`src/rtl/pio_pkg.sv`:
```
// pio_pkg: shared definitions for the PIO host-side command responder.
//   - command action codes decoded from the host 'action' field
//   - instruction/address/data field widths
//   - bit offsets of the fields in the status word returned by the status read
//   - pack_status(): assembles the status word from per-machine flag vectors
package pio_pkg;

    localparam int INSTR_W    = 16;
    localparam int ADDR_W     = 5;
    localparam int DATA_W     = 32;
    localparam int IMEM_DEPTH = 32;

    // Each status field is one bit per machine, four machines wide.
    localparam int ST_FIELD_W  = 4;
    localparam int ST_TX_EMPTY = 0;
    localparam int ST_TX_FULL  = 4;
    localparam int ST_RX_EMPTY = 8;
    localparam int ST_RX_FULL  = 12;
    localparam int ST_RX_UNF   = 16;
    localparam int ST_TX_OVF   = 20;

    typedef enum logic [3:0] {
        ACT_NOP         = 4'd0,
        ACT_IMEM_WR     = 4'd1,
        ACT_SET_WRAP    = 4'd2,
        ACT_TX_PUSH     = 4'd3,
        ACT_RX_PULL     = 4'd4,
        ACT_SET_PINS    = 4'd5,
        ACT_ENABLE      = 4'd6,
        ACT_SET_DIV     = 4'd7,
        ACT_SET_SIDESET = 4'd8,
        ACT_STATUS      = 4'd9,
        ACT_RESTART     = 4'd10
    } pio_action_e;

    function automatic logic [DATA_W-1:0] pack_status(
        input logic [ST_FIELD_W-1:0] tx_ovf,
        input logic [ST_FIELD_W-1:0] rx_unf,
        input logic [ST_FIELD_W-1:0] rx_full,
        input logic [ST_FIELD_W-1:0] rx_empty,
        input logic [ST_FIELD_W-1:0] tx_full,
        input logic [ST_FIELD_W-1:0] tx_empty
    );
        logic [DATA_W-1:0] w_word;
        w_word = '0;
        w_word[ST_TX_EMPTY +: ST_FIELD_W] = tx_empty;
        w_word[ST_TX_FULL  +: ST_FIELD_W] = tx_full;
        w_word[ST_RX_EMPTY +: ST_FIELD_W] = rx_empty;
        w_word[ST_RX_FULL  +: ST_FIELD_W] = rx_full;
        w_word[ST_RX_UNF   +: ST_FIELD_W] = rx_unf;
        w_word[ST_TX_OVF   +: ST_FIELD_W] = tx_ovf;
        return w_word;
    endfunction

endpackage

```
`src/rtl/pio_fifo.sv`:
```
// pio_fifo: circular-buffer FIFO used for the per-machine TX and RX queues.
// Ports:
//   clk, reset        - clock, synchronous active-high reset (empties the FIFO)
//   push, wdata       - enqueue request; dropped while full
//   pop               - dequeue request; ignored while empty
//   rdata             - head entry, combinational, valid only when !empty
//   full, empty       - occupancy flags
//   count             - number of stored entries (log2(DEPTH)+1 bits)
// DEPTH must be a power of two (>= 2) so the pointers wrap naturally.
module pio_fifo #(
    parameter int DEPTH = 4,
    parameter int WIDTH = 32
) (
    input  logic                       clk,
    input  logic                       reset,
    input  logic                       push,
    input  logic [WIDTH-1:0]           wdata,
    input  logic                       pop,
    output logic [WIDTH-1:0]           rdata,
    output logic                       full,
    output logic                       empty,
    output logic [$clog2(DEPTH):0]     count
);

    localparam int PTR_W = $clog2(DEPTH);
    localparam logic [PTR_W:0]   CNT_FULL = (PTR_W + 1)'(DEPTH);
    localparam logic [PTR_W:0]   CNT_ZERO = '0;
    localparam logic [PTR_W:0]   CNT_ONE  = (PTR_W + 1)'(1);
    localparam logic [PTR_W-1:0] PTR_ONE  = PTR_W'(1);

    logic [WIDTH-1:0] r_mem [DEPTH];
    logic [PTR_W-1:0] r_wptr;
    logic [PTR_W-1:0] r_rptr;
    logic [PTR_W:0]   r_count;
    logic             w_push_ok;
    logic             w_pop_ok;

    // A pop on an empty FIFO is discarded even when a push arrives in the same cycle.
    assign w_push_ok = push && !full;
    assign w_pop_ok  = pop && !empty;

    assign full  = (r_count == CNT_FULL);
    assign empty = (r_count == CNT_ZERO);
    assign count = r_count;
    assign rdata = r_mem[r_rptr];

    // Storage array; contents need no reset because count gates validity.
    always_ff @(posedge clk) begin
        if (!reset && w_push_ok) begin
            r_mem[r_wptr] <= wdata;
        end
    end

    // Pointer and occupancy tracking.
    always_ff @(posedge clk) begin
        if (reset) begin
            r_wptr  <= '0;
            r_rptr  <= '0;
            r_count <= '0;
        end else begin
            if (w_push_ok) begin
                r_wptr <= r_wptr + PTR_ONE;
            end
            if (w_pop_ok) begin
                r_rptr <= r_rptr + PTR_ONE;
            end
            case ({w_push_ok, w_pop_ok})
                2'b10:   r_count <= r_count + CNT_ONE;
                2'b01:   r_count <= r_count - CNT_ONE;
                default: r_count <= r_count;
            endcase
        end
    end

endmodule

```
`src/rtl/pio_ctrl.sv`:
```
// pio_ctrl: host-side command responder for the PIO block.
// Decodes action/mindex/index/din each cycle and:
//   - writes the shared 32x16 instruction memory (read combinationally per machine)
//   - updates per-machine config registers (wrap, divider, pins, sideset, enable)
//   - pushes host words into per-machine TX FIFOs, pulls words from RX FIFOs
//   - returns pulled data or a status word on the registered dout
// Ports: clk, reset (sync, active-high); mindex/action/index/din command inputs;
//   dout read data; imem_raddr/imem_rdata instruction fetch; wrap_top/wrap_target,
//   div_int/div_frac, pins, sideset, en, restart config outputs; tx_pop/tx_data/
//   tx_empty machine-side TX port; rx_push/rx_data/rx_full machine-side RX port.
// Per-machine buses are packed, machine g at slice [g*W +: W]. NSM is at most 4.
module pio_ctrl
    import pio_pkg::*;
#(
    parameter int NSM        = 4,
    parameter int FIFO_DEPTH = 4
) (
    input  logic                    clk,
    input  logic                    reset,
    input  logic [1:0]              mindex,
    input  logic [3:0]              action,
    input  logic [ADDR_W-1:0]       index,
    input  logic [DATA_W-1:0]       din,
    output logic [DATA_W-1:0]       dout,
    input  logic [ADDR_W*NSM-1:0]   imem_raddr,
    output logic [INSTR_W*NSM-1:0]  imem_rdata,
    output logic [ADDR_W*NSM-1:0]   wrap_top,
    output logic [ADDR_W*NSM-1:0]   wrap_target,
    output logic [16*NSM-1:0]       div_int,
    output logic [8*NSM-1:0]        div_frac,
    output logic [DATA_W*NSM-1:0]   pins,
    output logic [5*NSM-1:0]        sideset,
    output logic [NSM-1:0]          en,
    output logic [NSM-1:0]          restart,
    input  logic [NSM-1:0]          tx_pop,
    output logic [DATA_W*NSM-1:0]   tx_data,
    output logic [NSM-1:0]          tx_empty,
    input  logic [NSM-1:0]          rx_push,
    input  logic [DATA_W*NSM-1:0]   rx_data,
    output logic [NSM-1:0]          rx_full
);

    localparam int CNT_W = $clog2(FIFO_DEPTH) + 1;
    localparam logic [CNT_W-1:0] CNT_FULL = CNT_W'(FIFO_DEPTH);
    localparam logic [CNT_W-1:0] CNT_ZERO = '0;

    logic [INSTR_W-1:0]      r_imem [IMEM_DEPTH];
    logic [DATA_W-1:0]       r_dout;
    logic [ADDR_W*NSM-1:0]   r_wrap_top;
    logic [ADDR_W*NSM-1:0]   r_wrap_target;
    logic [16*NSM-1:0]       r_div_int;
    logic [8*NSM-1:0]        r_div_frac;
    logic [DATA_W*NSM-1:0]   r_pins;
    logic [5*NSM-1:0]        r_sideset;
    logic [NSM-1:0]          r_en;
    logic [NSM-1:0]          r_restart;
    logic [NSM-1:0]          r_tx_ovf;
    logic [NSM-1:0]          r_rx_unf;

    logic                    w_sel_ok;
    logic [NSM-1:0]          w_sel;
    logic [NSM-1:0]          w_tx_push;
    logic [NSM-1:0]          w_rx_pop;
    logic [NSM-1:0]          w_tx_full;
    logic [NSM-1:0]          w_tx_empty;
    logic [NSM-1:0]          w_rx_full;
    logic [NSM-1:0]          w_rx_empty;
    logic [DATA_W-1:0]       w_tx_head  [NSM];
    logic [DATA_W-1:0]       w_rx_head  [NSM];
    logic [CNT_W-1:0]        w_tx_count [NSM];
    logic [CNT_W-1:0]        w_rx_count [NSM];

    // Commands addressed to a machine index that does not exist are ignored.
    assign w_sel_ok = (32'(mindex) < NSM);

    for (genvar g = 0; g < NSM; g++) begin : g_sm
        assign w_sel[g]     = w_sel_ok && (mindex == 2'(g));
        assign w_tx_push[g] = w_sel[g] && (action == ACT_TX_PUSH);
        // The RX dequeue is gated on the pre-edge count so an empty pull never pops.
        assign w_rx_pop[g]  = w_sel[g] && (action == ACT_RX_PULL) && (w_rx_count[g] != CNT_ZERO);

        pio_fifo #(.DEPTH(FIFO_DEPTH), .WIDTH(DATA_W)) u_tx_fifo (
            .clk   (clk),
            .reset (reset),
            .push  (w_tx_push[g]),
            .wdata (din),
            .pop   (tx_pop[g]),
            .rdata (w_tx_head[g]),
            .full  (w_tx_full[g]),
            .empty (w_tx_empty[g]),
            .count (w_tx_count[g])
        );

        pio_fifo #(.DEPTH(FIFO_DEPTH), .WIDTH(DATA_W)) u_rx_fifo (
            .clk   (clk),
            .reset (reset),
            .push  (rx_push[g]),
            .wdata (rx_data[g*DATA_W +: DATA_W]),
            .pop   (w_rx_pop[g]),
            .rdata (w_rx_head[g]),
            .full  (w_rx_full[g]),
            .empty (w_rx_empty[g]),
            .count (w_rx_count[g])
        );

        assign tx_data[g*DATA_W +: DATA_W]     = w_tx_head[g];
        assign imem_rdata[g*INSTR_W +: INSTR_W] = r_imem[imem_raddr[g*ADDR_W +: ADDR_W]];
    end

    // Shared instruction memory write port; deliberately not cleared by reset.
    always_ff @(posedge clk) begin
        if (!reset && (action == ACT_IMEM_WR)) begin
            r_imem[index] <= din[INSTR_W-1:0];
        end
    end

    // Command decode: config registers, sticky flags, restart pulses and dout.
    always_ff @(posedge clk) begin
        if (reset) begin
            r_dout        <= '0;
            r_wrap_top    <= '0;
            r_wrap_target <= '0;
            r_div_int     <= '0;
            r_div_frac    <= '0;
            r_pins        <= '0;
            r_sideset     <= '0;
            r_en          <= '0;
            r_restart     <= '0;
            r_tx_ovf      <= '0;
            r_rx_unf      <= '0;
        end else begin
            r_restart <= '0;
            if (w_sel_ok) begin
                case (action)
                    ACT_SET_WRAP: begin
                        r_wrap_top[mindex*ADDR_W +: ADDR_W]    <= din[4:0];
                        r_wrap_target[mindex*ADDR_W +: ADDR_W] <= din[12:8];
                    end
                    ACT_TX_PUSH: begin
                        // The FIFO drops the word itself; here we only record the loss.
                        if (w_tx_count[mindex] == CNT_FULL) begin
                            r_tx_ovf[mindex] <= 1'b1;
                        end
                    end
                    ACT_RX_PULL: begin
                        if (w_rx_count[mindex] != CNT_ZERO) begin
                            r_dout <= w_rx_head[mindex];
                        end else begin
                            r_dout           <= 32'd0;
                            r_rx_unf[mindex] <= 1'b1;
                        end
                    end
                    ACT_SET_PINS:    r_pins[mindex*DATA_W +: DATA_W] <= din;
                    ACT_ENABLE:      r_en[mindex] <= din[0];
                    ACT_SET_DIV: begin
                        r_div_int[mindex*16 +: 16] <= din[23:8];
                        r_div_frac[mindex*8 +: 8]  <= din[7:0];
                    end
                    ACT_SET_SIDESET: r_sideset[mindex*5 +: 5] <= din[4:0];
                    ACT_STATUS: begin
                        // dout captures the flags before this read clears them.
                        r_dout   <= pack_status(4'(r_tx_ovf), 4'(r_rx_unf), 4'(w_rx_full),
                                                4'(w_rx_empty), 4'(w_tx_full), 4'(w_tx_empty));
                        r_tx_ovf <= '0;
                        r_rx_unf <= '0;
                    end
                    ACT_RESTART:     r_restart[mindex] <= 1'b1;
                    default:         r_dout <= r_dout;
                endcase
            end else begin
                r_dout <= r_dout;
            end
        end
    end

    assign dout        = r_dout;
    assign wrap_top    = r_wrap_top;
    assign wrap_target = r_wrap_target;
    assign div_int     = r_div_int;
    assign div_frac    = r_div_frac;
    assign pins        = r_pins;
    assign sideset     = r_sideset;
    assign en          = r_en;
    assign restart     = r_restart;
    assign tx_empty    = w_tx_empty;
    assign rx_full     = w_rx_full;

endmodule

```
`config.mk`:
```
export PLATFORM = sky130hd
export DESIGN_NAME = pio_ctrl
export DESIGN_NICKNAME = d
export VERILOG_FILES = /design/src/rtl/pio_pkg.sv /design/src/rtl/pio_fifo.sv /design/src/rtl/pio_ctrl.sv
export SDC_FILE = /design/constraint.sdc
export NUM_CORES = 2
export LEC_CHECK = 0
export ABC_CLOCK_PERIOD_IN_PS = 3200
export CORE_ASPECT_RATIO = 1.4
export CORE_MARGIN = 1
export CORE_UTILIZATION = 40
export DETAILED_ROUTE_END_ITERATION = 12
export GPL_ROUTABILITY_DRIVEN = 0
export PLACE_DENSITY = 0.64
export SYNTH_ARGS = -nofsm -noshare
export SYNTH_HDL_FRONTEND = slang
export SYNTH_SLANG_ARGS = --single-unit
export TNS_END_PERCENT = 10
```
`constraint.sdc`:
```
create_clock -name clk -period 3.2 [get_ports clk]
set_input_delay 0.8 -clock clk [delete_from_list [all_inputs] [get_ports clk]]
set_output_delay 0.8 -clock clk [all_outputs]
set_load 0.05 [all_outputs]
```
==> impl_metrics.yaml <==
outcome:
  status: "complete, but fails checks"
  violations: "negative setup slack"
synth:
  synth_async_sr_flop_share: 0
  synth.area.top_cells: "edfxtp_1 54%, mux4_2 24%, dfxtp_1 9.5%"
  synth_area_um2: 84930
  synth-main-ff-cell: "edfxtp_1"
  netlist.area_leader.share: 0.5431
  postSynthCellCount: 4791
  synth_warnings: 0
  avgSynthCellArea_um2: 17.73
  yosys.area.top_type: "edfxtp_1"
  synth.net_count: 5047
  ys_seq_area_frac: 0.6383
  synth_seq_cells: 1940
  ys_types: 44
  synth-edff-count: 1536
route:
  first_pass_iters: 6
  remaining_drc_errors: 0
  ant_nets: 0
  finalWirelength_mm: 299.6
  vias_per_cell: 6.047
  wl_per_cell_um: 34.12
  first_iter_violations: 5693
  vias: 53100
clock_network:
  postCtsHoldBufs: 0
  cts_tree: "built"
  clk_latency_ps: 830
  cts_buffer_depth: 4
  htreeDepth: 4
  cts.sinks: 1940
  cts_buffers: 197
  clk_pin_slew_ps: 60
  root_buffer: "clkbuf_16"
floorplanning:
  coreArea_um2: 210400
  die_x_um: 391.4
  start_util: 0.4037
  io_pins: 725
  std_cell_rows: 199
  dieArea_um2: 214200
  die_y_um: 547.2
global_routing:
  grt_pass1_vias: 53160
  met1_usage: 0.3241
  grtUsageMet3: 0.09478
  grt_overflow: 0
  track_usage: 0.2775
  antenna_found_initial: 37
  grt_busiest_layer: "met2"
  grt_max_degree: 134
  use_met2: 0.4425
  grt_pass1_wl_mm: 414.6
placement:
  dpl.hpwl_mm: 206.3
  dp_cells: 8404
  io_buffers: 724
  pre_cts_ws_ps: -577.5
worst_setup_path:
  critPathLaunchType: "input port"
  cp_max_fo: 25
  path_cells: "clkbuf_16 > buf_12 > mux4_2 > mux4_2 > mux2_4 > buf_4"
  critPathTopFamily: "multiplexers"
  slowest_stage: "mux4_2"
  crit_top_cell: "mux4_2"
  cp.arrival_ps: 2910
  critPathKind: "input port to primary output"
  crit_buf_inv: 3
  cp.required_ps: 2400
  slowest_delay_ps: 540
  worst_setup_path_end_kind: "primary output"
sta:
  hold_violations: 0
  setup_tns_ps: -26350
  fin_crit_ps: 3707
  fin_ws_ps: -507.2
  worst_pin_slew_ps: 1248
  skew_ps: 65.61
  final.period_utilization: 1.159
  slew_headroom: 0.1682
  finalSetupViolations: 64
  rsz0062_at_grt: "yes"
  fmax_mhz: 269.7
  drv_slew: 0
pwr:
  p_leak_nw: 34.54
  peakVddDrop_v: 0.0005169
  pwr_density_cell_nw_per_um2: 527.6
cells_and_area:
  area_growth_pct: 26.21
  instances_no_fill: 8782
  layout.nets: 6049
  drive_gt1_frac: 0.3438
  post-route-util: 0.5094
job:
  cap_violations: 0
worst_hold_path:
  holdCritPathClass: "input port to register"
-- registers in the layout, indices dropped and copies added, names as in the netlist, 12 cells and up, named ones only --
name / count
g_sm.u_rx_fifo.r_mem: 512
pins: 128
g_sm.u_tx_fifo.count: 12
wrap_target: 20
dout: 32
g_sm.u_tx_fifo.r_mem: 512
g_sm.u_rx_fifo.count: 12
div_int: 64
div_frac: 32
sideset: 20
wrap_top: 20
r_imem: 512
-- report_power, final --
| group | internal, mW | switching [mW] | leakage (nW) |
|---|---|---|---|
| combinational | 2.24 | 3.15 | 14.2 |
| sequential | 27.4 | 0.0934 | 17.1 |
| clock | 13.6 | 10.0 | 3.18 |
| total | 43.3 | 13.3 | 34.5 |
-- per-layer routing --
layer  share of wire  up-vias  routed length, um
li1                -    21560                  -
met1            0.34    27620             101700
met2            0.47     3104             141900
met3            0.12      787              35200
met4           0.069       34              20590
met5         0.00078        -                235
-- final timing paths --
| kind | depth (start not counted) | slack, ps | endpoint | from |
|---|---|---|---|---|
| setup / recovery | 6 | -510 | imem_rdata[52] | imem_raddr[15] |
| hold / removal | 1 | 330 | g_sm[1].u_tx_fifo.r_mem[0][4] | din[4] |
| hold reg to reg | 2 | 450 | pins[29] | pins[29] |
| setup reg to reg | 8 | 660 | g_sm[3].u_tx_fifo.count[2] | g_sm[3].u_tx_fifo.count[2] |
-- synth_stat cells (4+ instances only) --
master,instances
nand4_1,24
buf_2,70
mux4_2,898
o31a_1,4
o21ai_0,16
a2bb2oi_1,4
nand3b_1,12
o22ai_1,24
mux2i_1,8
edfxtp_1,1536
a21oi_1,304
buf_4,21
mux2_2,64
dfxtp_1,404
nand2b_1,4
fa_1,8
a22oi_1,20
or3b_2,6
clkbuf_1,276
xor2_1,24
nor3_1,15
inv_1,42
a31oi_1,4
and3_1,4
nor3b_1,8
and2_1,49
or3_1,14
nand3_1,264
ha_1,47
a22o_1,68
buf_1,41
nor2_1,143
xnor2_1,16
nand2_1,330
-- cell usage in the layout (no fill, tap or decap), types with 199 or more instances in the layout --
| master | instances |
|---|---|
| a21oi_1 | 304 |
| nand2_1 | 330 |
| buf_4 | 362 |
| dfxtp_1 | 392 |
| nand3_1 | 264 |
| edfxtp_1 | 1536 |
| mux4_2 | 898 |
| clkdlybuf4s50_1 | 483 |
| buf_12 | 199 |
| clkbuf_16 | 203 |
-- stage by stage --
step | power (mW) | cell area, um2 | hold slack (ps)
2_1_floorplan | 30.71 | 85220 | 442.8
3_3_place_gp | 33.10 | 99700 | 439.4
3_5_place_dp | 33.17 | 99700 | 443.6
4_1_cts | 56.82 | 106900 | 217.3
5_1_grt | 57.96 | 107100 | 276.1
6_report | 56.55 | 107200 | 330.5
-- layout make-up --
class	count	area [um2]
Fill cell	17050	103200
Sequential cell	1940	54230
Multi-Input combinational cell	2399	29180
Timing Repair Buffer	1213	13470
Clock buffer	230	5169
Tap cell	2814	3521
Clock inverter	124	1405
Inverter	42	157.7
Antenna cell	20	50.05
-- what timing repair did --
action	in CTS	in global routing
endpoints found under the setup margin	137	103
gates resized for setup	164	47
setup buffers	3	0
cloned	1	0
-- cells by family (layout without fill, tap and decap cells) --
group,after synthesis,in the layout,synth area share
xor gates and xnor gates,40,40,0.004125
and+or+nand+nor,890,890,0.04868
muxes,970,970,0.2476
adders and majority gates,55,55,0.008810
AOI/OAI and AO/OA,444,444,0.03053
DFF,1940,1940,0.6383
buffers and inverters,452,1609,0.02197
other,0,20,0
No activity file was read; power rests on OpenSTA's default activity.
